--- config.mk ---
export PLATFORM = sky130hd
export DESIGN_NAME = chan_we_cmd_seq
export DESIGN_NICKNAME = d
export VERILOG_FILES = /design/src/rtl/chan_we_cmd_seq.sv
export SDC_FILE = /design/constraint.sdc
export NUM_CORES = 1
export LEC_CHECK = 0
export CAP_MARGIN = 20
export CORE_ASPECT_RATIO = 0.7
export CORE_UTILIZATION = 30
export DETAILED_ROUTE_END_ITERATION = 10
export SETUP_SLACK_MARGIN = 0.02
export SLEW_MARGIN = 15
export SYNTH_ARGS = -nofsm -noshare
export SYNTH_HDL_FRONTEND = slang
export SYNTH_SLANG_ARGS = --single-unit
--- constraint.sdc ---
create_clock -name user_clk -period 2.35 [get_ports user_clk]
set_input_delay 0.47 -clock user_clk [delete_from_list [all_inputs] [get_ports user_clk]]
set_output_delay 0.47 -clock user_clk [all_outputs]
set_load 0.01 [all_outputs]
--- src/rtl/chan_we_cmd_seq.sv ---
`default_nettype none
// ============================================================================
//  Module      : chan_we_cmd_seq
//  Description : Turns toggle-marked software commands taken from the
//                channel-write-enable register word into paced channel-enable
//                RAM writes (valid/ready), with stability filtering of the
//                incoming word, a sticky overrun flag and a command counter.
//                Build option CHAN_WE_BURST_EN: when defined, the burst-length
//                field [29:23] produces multi-write bursts with an address
//                incrementer; when undefined every command is a single write.
//  Revision    : 1.0 - initial release
// ============================================================================
module chan_we_cmd_seq #(
    parameter int ADDR_W     = 9,
    parameter int STABLE_CYC = 2,
    parameter int CNT_W      = 16
) (
    input  logic              user_clk,
    input  logic              user_rst_n,
    input  logic [31:0]       sw_word,
    input  logic              ch_rdy,
    output logic              ch_wr,
    output logic [ADDR_W-1:0] ch_addr,
    output logic              ch_val,
    output logic              busy,
    output logic              overrun,
    output logic [CNT_W-1:0]  cmd_count
);

    localparam logic [1:0] c_ST_IDLE   = 2'd0;
    localparam logic [1:0] c_ST_SETTLE = 2'd1;
    localparam logic [1:0] c_ST_ISSUE  = 2'd2;

    localparam logic [3:0]       c_STAB_LAST = 4'(STABLE_CYC - 1);
    localparam logic [CNT_W-1:0] c_CNT_ONE   = CNT_W'(1);

    logic [1:0]        r_state;
    logic [1:0]        w_next_state;
    logic [31:0]       r_w_q;
    logic [31:0]       r_w_prev;
    logic [3:0]        r_stab;
    logic              r_tog_seen;
    logic [ADDR_W-1:0] r_addr;
    logic              r_val;
    logic              r_overrun;
    logic [CNT_W-1:0]  r_cmd_count;

    logic w_tog_new;
    logic w_stable;
    logic w_settled;
    logic w_hs;
    logic w_last;

    // A pending command exists whenever the registered toggle differs from the last one consumed
    assign w_tog_new = (r_w_q[31] != r_tog_seen);
    assign w_stable  = (r_w_q == r_w_prev);
    assign w_settled = w_stable && (r_stab == c_STAB_LAST);
    assign w_hs      = (r_state == c_ST_ISSUE) && ch_rdy;

`ifdef CHAN_WE_BURST_EN
    localparam logic [ADDR_W-1:0] c_ADDR_ONE = ADDR_W'(1);
    logic [6:0] r_rem;
    assign w_last = (r_rem == 7'd0);
`else
    assign w_last = 1'b1;
`endif

    // State register
    always_ff @(posedge user_clk or negedge user_rst_n) begin
        if (!user_rst_n) begin
            r_state <= c_ST_IDLE;
        end else begin
            r_state <= w_next_state;
        end
    end

    // Next-state logic; a toggle that reverts during SETTLE cancels the command
    always_comb begin
        w_next_state = r_state;
        case (r_state)
            c_ST_IDLE: begin
                if (w_tog_new) w_next_state = c_ST_SETTLE;
            end
            c_ST_SETTLE: begin
                if (!w_tog_new)     w_next_state = c_ST_IDLE;
                else if (w_settled) w_next_state = c_ST_ISSUE;
            end
            c_ST_ISSUE: begin
                if (w_hs && w_last) w_next_state = c_ST_IDLE;
            end
            default: w_next_state = c_ST_IDLE;
        endcase
    end

    // Output decode
    always_comb begin
        ch_wr = (r_state == c_ST_ISSUE);
        busy  = (r_state != c_ST_IDLE);
    end

    assign ch_addr   = r_addr;
    assign ch_val    = r_val;
    assign overrun   = r_overrun;
    assign cmd_count = r_cmd_count;

    // Input capture, stability counting, command latch and burst stepping
    always_ff @(posedge user_clk or negedge user_rst_n) begin
        if (!user_rst_n) begin
            r_w_q       <= 32'd0;
            r_w_prev    <= 32'd0;
            r_stab      <= 4'd0;
            r_tog_seen  <= 1'b0;
            r_addr      <= '0;
            r_val       <= 1'b0;
            r_overrun   <= 1'b0;
            r_cmd_count <= '0;
`ifdef CHAN_WE_BURST_EN
            r_rem       <= 7'd0;
`endif
        end else begin
            r_w_q    <= sw_word;
            r_w_prev <= r_w_q;
            case (r_state)
                c_ST_IDLE: begin
                    r_stab <= 4'd0;
                end
                c_ST_SETTLE: begin
                    if (w_stable) r_stab <= r_stab + 4'd1;
                    else          r_stab <= 4'd0;
                    if (w_tog_new && w_settled) begin
                        r_addr      <= r_w_q[ADDR_W-1:0];
                        r_val       <= r_w_q[30];
                        r_tog_seen  <= r_w_q[31];
                        r_cmd_count <= r_cmd_count + c_CNT_ONE;
`ifdef CHAN_WE_BURST_EN
                        r_rem       <= r_w_q[29:23];
`endif
                    end
                end
                c_ST_ISSUE: begin
                    // A new toggle while busy is reported and then swallowed on exit
                    if (w_tog_new) r_overrun <= 1'b1;
                    if (w_hs) begin
                        if (w_last) begin
                            r_tog_seen <= r_w_q[31];
                        end
`ifdef CHAN_WE_BURST_EN
                        else begin
                            r_addr <= r_addr + c_ADDR_ONE;
                            r_rem  <= r_rem - 7'd1;
                        end
`endif
                    end
                end
                default: r_stab <= 4'd0;
            endcase
        end
    end

endmodule
`default_nettype wire
==> reports/qor.txt, run 1 <==
Status -> finished clean
First-pass GRT wire length -> 10,100 µm
Syn Inst Count -> 232
Layout cells sized above 1 -> 0.133
Final core occ -> 0.423
VDD IR max -> 358 µV
Post-synthesis sequential area ratio -> 0.695
CP endpoint kind -> primary output
TritonCTS clock tree -> done
Worst Path Buf+Inv -> 2
Setup TNS -> 0 ns
Mapped Nets -> 270
Area Growth Syn to Fin -> 34.4%
Die W -> 132 µm
DRT Wirelength -> 6120 µm
Ys async rst share -> 1.00
Tcrit/Tclk final -> 0.935
Unrepaired setup endpoints after global routing -> false
Via density -> 4.13
Kind of critical path -> reg2out
Slowest stage delay, CP -> 0.58 ns
DIE HEIGHT -> 92.7 µm
Syn Std Cell Area -> 3530 µm²
GR Util All Layers -> 0.110
Yosys cell types -> 30
Min cycle time layout -> 2.20 ns
DRC -> 0
IO Pins -> 64
Worst EP arrival -> 1.73 ns
H-tree levels -> 3
Clock Pin Slew Worst Setup and Hold Paths -> 0.07 ns
Pre-CTS worst setup slack -> 0.262 ns
Startpoint types -> flop
Critical path's top delay family -> buffers and inverters
Syn_area_per_cell -> 15.2 µm²
Number of synthesized flops with an enable pin -> 0
Avg WL per Cell -> 13.1 µm
Worst Max-Slew Pin Slew -> 0.478 ns
Pin count of the biggest net entering global routing -> 46
Vias in the first global route -> 1,978
Initial DRT Pass Iterations -> 4
Hold Vio Cnt, Final -> 0
Final setup vio count -> 0
P_leak -> 2.09 nW
Die ar. -> 12,200 µm²
Slew margin rel. -> 0.679
Maximum fanout along the worst path -> 6
Core ar. -> 11,200 µm²
TritonCTS Buffers -> 9
Root Driver -> clkbuf_16
Port Buffers -> 63
Gr ovfl total -> 0
Pwr Total -> 3.65 mW
HPWL Detailed -> 4340 µm
Synth warn -> 0
Final nets -> 348
Critical-path cell list -> nand2b_1, inv_1, clkdlybuf4s50_1
Final Skew -> 0.00532 ns
Initial Utilization -> 0.315
Slew Viols, Final -> 0
Final GP Congestion -> 0.769
Max frequency -> 455 MHz
Power Dens Cells -> 770 nW/µm²
Main flop type after synthesis -> dfrtp_1
Hold crit path type -> in2async
CP required -> 1.88 ns
Post-route ant nets -> 0
Clock sinks -> 98
Initial antenna violation count -> 0
Antenna Cells -> 0
Clk Latency, worst-skew pair -> 0.33 ns
Worst-case clock buffer depth -> 2
Final setup margin -> 0.154 ns
CP max stage cell -> clkdlybuf4s50_1
Flops & latches, synth -> 98
Detailed Route Iter0 Violations -> 57
Rows -> 32
Via count -> 1,935
MaxCap Viol Count -> 0
==> Yosys cell counts (4+ instances only) <==
cell type  count  area (µm²)
nand2_1        9        33.8
dfrtp_1       98        2450
inv_1          5        18.8
nor3_1         4        20.0
xor2_1        13         114
xnor2_1       37         324
nor2_1         9        33.8
o21ai_0        5        25.0
mux2_4         8         120
nand4_1        8        50.1
nand3_1        8        40.0
mux2_2         4        45.0
==> per-stage QoR <==
step / instances / hold slack, ns / cell area (µm²)
floorplan: 232 / 0.174 / 3530
global placement: 452 / 0.378 / 4380
global route: 468 / 0.0973 / 4740
detailed placement: 452 / 0.385 / 4380
finish: 468 / 0.0775 / 4740
CTS: 468 / 0.0804 / 4730
==> where the power goes <==
part	total [mW]	internal [mW]	switching, mW
combinational	0.175	0.104	0.0704
sequential	1.79	1.75	0.0387
clock	1.68	1.07	0.612
==> state kept, by name, indices dropped and copies added (netlist names) <==
name	flops
r_w_prev	32
r_w_q	32
cmd_count	16
ch_addr	9
r_stab	4
r_state	2
ch_val	1
overrun	1
r_tog_seen	1
==> worst paths after layout <==
check	slack, ns	end	start	depth (start not counted)
min in group user_clk	0.39	r_w_prev[15]$_DFF_PN0_	r_w_q[15]$_DFF_PN0_	0
max in group asynchronous	1.62	r_w_q[5]$_DFF_PN0_	user_rst_n	2
min	0.08	r_w_q[25]$_DFF_PN0_	user_rst_n	1
min reg2reg	0.39	r_w_prev[15]$_DFF_PN0_	r_w_q[15]$_DFF_PN0_	0
max reg2reg	0.22	cmd_count[10]$_DFFE_PN0P_	r_stab[1]$_DFFE_PN0N_	8
max	0.15	ch_wr	r_state[1]$_DFFE_PN0P_	3
==> kinds of logic after synthesis <==
family,share of synthesized area
flip-flops,0.695
AND/OR/NAND/NOR,0.0979
XOR/XNOR,0.124
multiplexers,0.0468
AO/OA/AOI/OAI,0.0135
buffers and inverters,0.0117
adder cells (fa/ha/maj),0.0106
==> cell type report <==
| cell class | instances | area (µm²) |
|---|---|---|
| Fill cell | 1036 | 6470 |
| Sequential cell | 98 | 2450 |
| Multi-Input combinational cell | 127 | 1040 |
| Timing Repair Buffer | 69 | 686 |
| Clock buffer | 10 | 239 |
| Tap cell | 153 | 191 |
| Clock inverter | 6 | 113 |
| Inverter | 5 | 18.8 |
==> placed cells by master (no fill, tap or decap), types with 5 or more instances in the layout <==
cell type        netlist  routed
dfrtp_1               98      98
clkdlybuf4s50_1        0      62
xnor2_1               37      37
xor2_1                13      13
nand2_1                9       9
nor2_1                 9       9
clkbuf_16              0       9
nand4_1                8       8
nand3_1                8       8
mux2_4                 8       8
buf_4                  0       6
inv_1                  5       5
o21ai_0                5       5
==> per-layer routing <==
layer | up-vias | routed length [µm] | GRT usage
met5 | - | 0 | 0
met2 | 59 | 2460 | 0.144
met3 | 7 | 364 | 0.0427
met4 | 0 | 63 | 0.0407
li1 | 933 | - | -
met1 | 936 | 3230 | 0.159
==> repair_timing <==
item,4_1_cts,5_1_grt
gates resized for setup,0,1
setup buffers,0,0
hold buffers,0,0
setup endpoints to repair,0,1
endpoints found under the hold margin,0,0
No activity file was read; power rests on OpenSTA's default activity.
==> run 2, diff against run 1 <==
Settings changed: MAX_ROUTING_LAYER set to met4.
==> run 2 against run 1 <==
Combinational power barely moved. Critical endpoint unchanged. Wire length barely moved. Register-to-register slack barely moved. Flip-flop and latch count did not move. Global-route usage rose by 0.38 points. Non-clock buffer count did not move. First-iteration DRC count fell by 3.5%. Clock power barely moved. Design area did not move. Sequential share of layout area did not move. Sequential power barely moved. Critical path depth did not move. Largest power group unchanged.
==> reports/qor.txt, run 2 (synthesized netlist as in run 1, its figures left out) <==
Status -> finished clean
Hold Vio Cnt, Final -> 0 (unchanged)
Root Driver -> clkbuf_16
Clock sinks -> 98 (unchanged)
Worst EP arrival -> 1.73 ns (about the same)
TritonCTS Buffers -> 9 (unchanged)
Power Dens Cells -> 770 nW/µm² (about the same)
Die ar. -> 12,200 µm² (unchanged)
Setup TNS -> 0 ns (unchanged)
Most common cell after layout, fill and taps aside -> dfrtp_1
Final setup vio count -> 0 (unchanged)
Rows -> 32 (unchanged)
Maximum fanout along the worst path -> 6 (unchanged)
Pin count of the biggest net entering global routing -> 46 (unchanged)
Final GP Congestion -> 0.779 (+1.3%)
Pwr Total -> 3.65 mW (about the same)
Setup Buffers After CTS -> 0 (unchanged)
Final Skew -> 0.00499 ns (-0.000322 ns)
Initial DRT Pass Iterations -> 4 (unchanged)
Avg WL per Cell -> 13.1 µm (about the same)
Clock Pin Slew Worst Setup and Hold Paths -> 0.07 ns (about the same)
Vias in the first global route -> 1,978 (unchanged)
Antenna Cells -> 0 (unchanged)
Port Buffers -> 63 (unchanged)
Tcrit/Tclk final -> 0.938 (+0.00341)
H-tree levels -> 3 (unchanged)
HPWL Detailed -> 4340 µm (unchanged)
GR Util All Layers -> 0.113 (+0.00385)
Post-CTS Hold Buffers -> 0 (unchanged)
P_leak -> 2.09 nW (unchanged)
Slew Viols, Final -> 0 (unchanged)
Area Growth Syn to Fin -> 34.4% (unchanged)
Min cycle time layout -> 2.20 ns (+0.00801 ns)
Kind of critical path -> reg2out
Unrepaired setup endpoints after global routing -> false
First-pass GRT wire length -> 10,100 µm (+0.27%)
Gr ovfl total -> 0 (unchanged)
VDD IR max -> 359 µV (+0.27%)
Hold crit path type -> in2async
Post-route ant nets -> 0 (unchanged)
Commonest cells after routing, fill and taps aside -> 98 x dfrtp_1, 62 x clkdlybuf4s50_1, 37 x xnor2_1
Worst Max-Slew Pin Slew -> 0.484 ns (+0.00622 ns)
Worst-case clock buffer depth -> 2 (unchanged)
CTS resizes -> 0 (unchanged)
CP required -> 1.88 ns (about the same)
Core ar. -> 11,200 µm² (unchanged)
Die W -> 132 µm (unchanged)
DRT Wirelength -> 6120 µm (about the same)
TritonCTS clock tree -> done
Initial Utilization -> 0.315 (unchanged)
Initial antenna violation count -> 0 (unchanged)
MaxCap Viol Count -> 0 (unchanged)
Fillers -> 1,036 (unchanged)
Final nets -> 348 (unchanged)
Layout cells sized above 1 -> 0.133 (unchanged)
Slew margin rel. -> 0.675 (-0.00418)
CP endpoint kind -> primary output
Startpoint types -> flop
Via count -> 1,931 (-0.21%)
Max frequency -> 454 MHz (-0.36%)
DIE HEIGHT -> 92.7 µm (unchanged)
Clk Latency, worst-skew pair -> 0.33 ns (about the same)
IO Pins -> 64 (unchanged)
Detailed Route Iter0 Violations -> 55 (-3.5%)
Via density -> 4.13 (-0.21%)
DRC -> 0 (unchanged)
[run 2: per-stage QoR]
step	cell area [µm²]	worst slack [ns]	std cells	util	hold WS, ns
floorplan	3530	0.367	232	-	0.174
detailed placement	4380	0.262	452	0.391	0.385
global placement	4380	0.281	452	0.391	0.378
CTS	4730	0.187	468	0.422	0.0804
global route	4740	0.0446	468	0.423	0.0961
finish	4740	0.146	468	0.423	0.0777
[run 2: critical path, cell delays in order (launching register included)]
cell	delay (ns)
dfrtp_1	0.47
nand2b_1	0.16
inv_1	0.20
clkdlybuf4s50_1	0.58
[run 2: final timing paths]
check | depth (start not counted) | slack [ns] | startpoint | endpoint
min in group user_clk | 0 | 0.39 | r_w_q[15]$_DFF_PN0_ | r_w_prev[15]$_DFF_PN0_
min reg2reg | 0 | 0.39 | r_w_q[15]$_DFF_PN0_ | r_w_prev[15]$_DFF_PN0_
max in group asynchronous | 2 | 1.63 | user_rst_n | r_w_q[5]$_DFF_PN0_
max | 3 | 0.15 | r_state[1]$_DFFE_PN0P_ | ch_wr
min | 1 | 0.08 | user_rst_n | r_w_q[25]$_DFF_PN0_
max reg2reg | 8 | 0.21 | r_stab[1]$_DFFE_PN0N_ | cmd_count[10]$_DFFE_PN0P_
[run 2: report_power, final]
group	total (mW)	switching (mW)	internal [mW]
combinational	0.175	0.0703	0.104
clock	1.69	0.613	1.07
sequential	1.79	0.0388	1.75
total	3.65	0.722	2.93
[run 2: layout make-up]
type	count	area, µm²	share of cell area
repair buffers	69	686	0.145
clock buffers	10	239	0.0504
clock inverters	6	113	0.0238
multi-input cells	127	1040	0.219
inverters	5	18.8	0.00396
flip-flops and latches	98	2450	0.517
well taps	153	191	0.0404
[run 2: metal layers]
metal	global-route usage	share of wire	wire length, µm
met1	0.161	0.53	3250
met4	0.0407	0.0080	49
met3	0.0432	0.050	309
met5	-	0	0
met2	0.144	0.41	2520
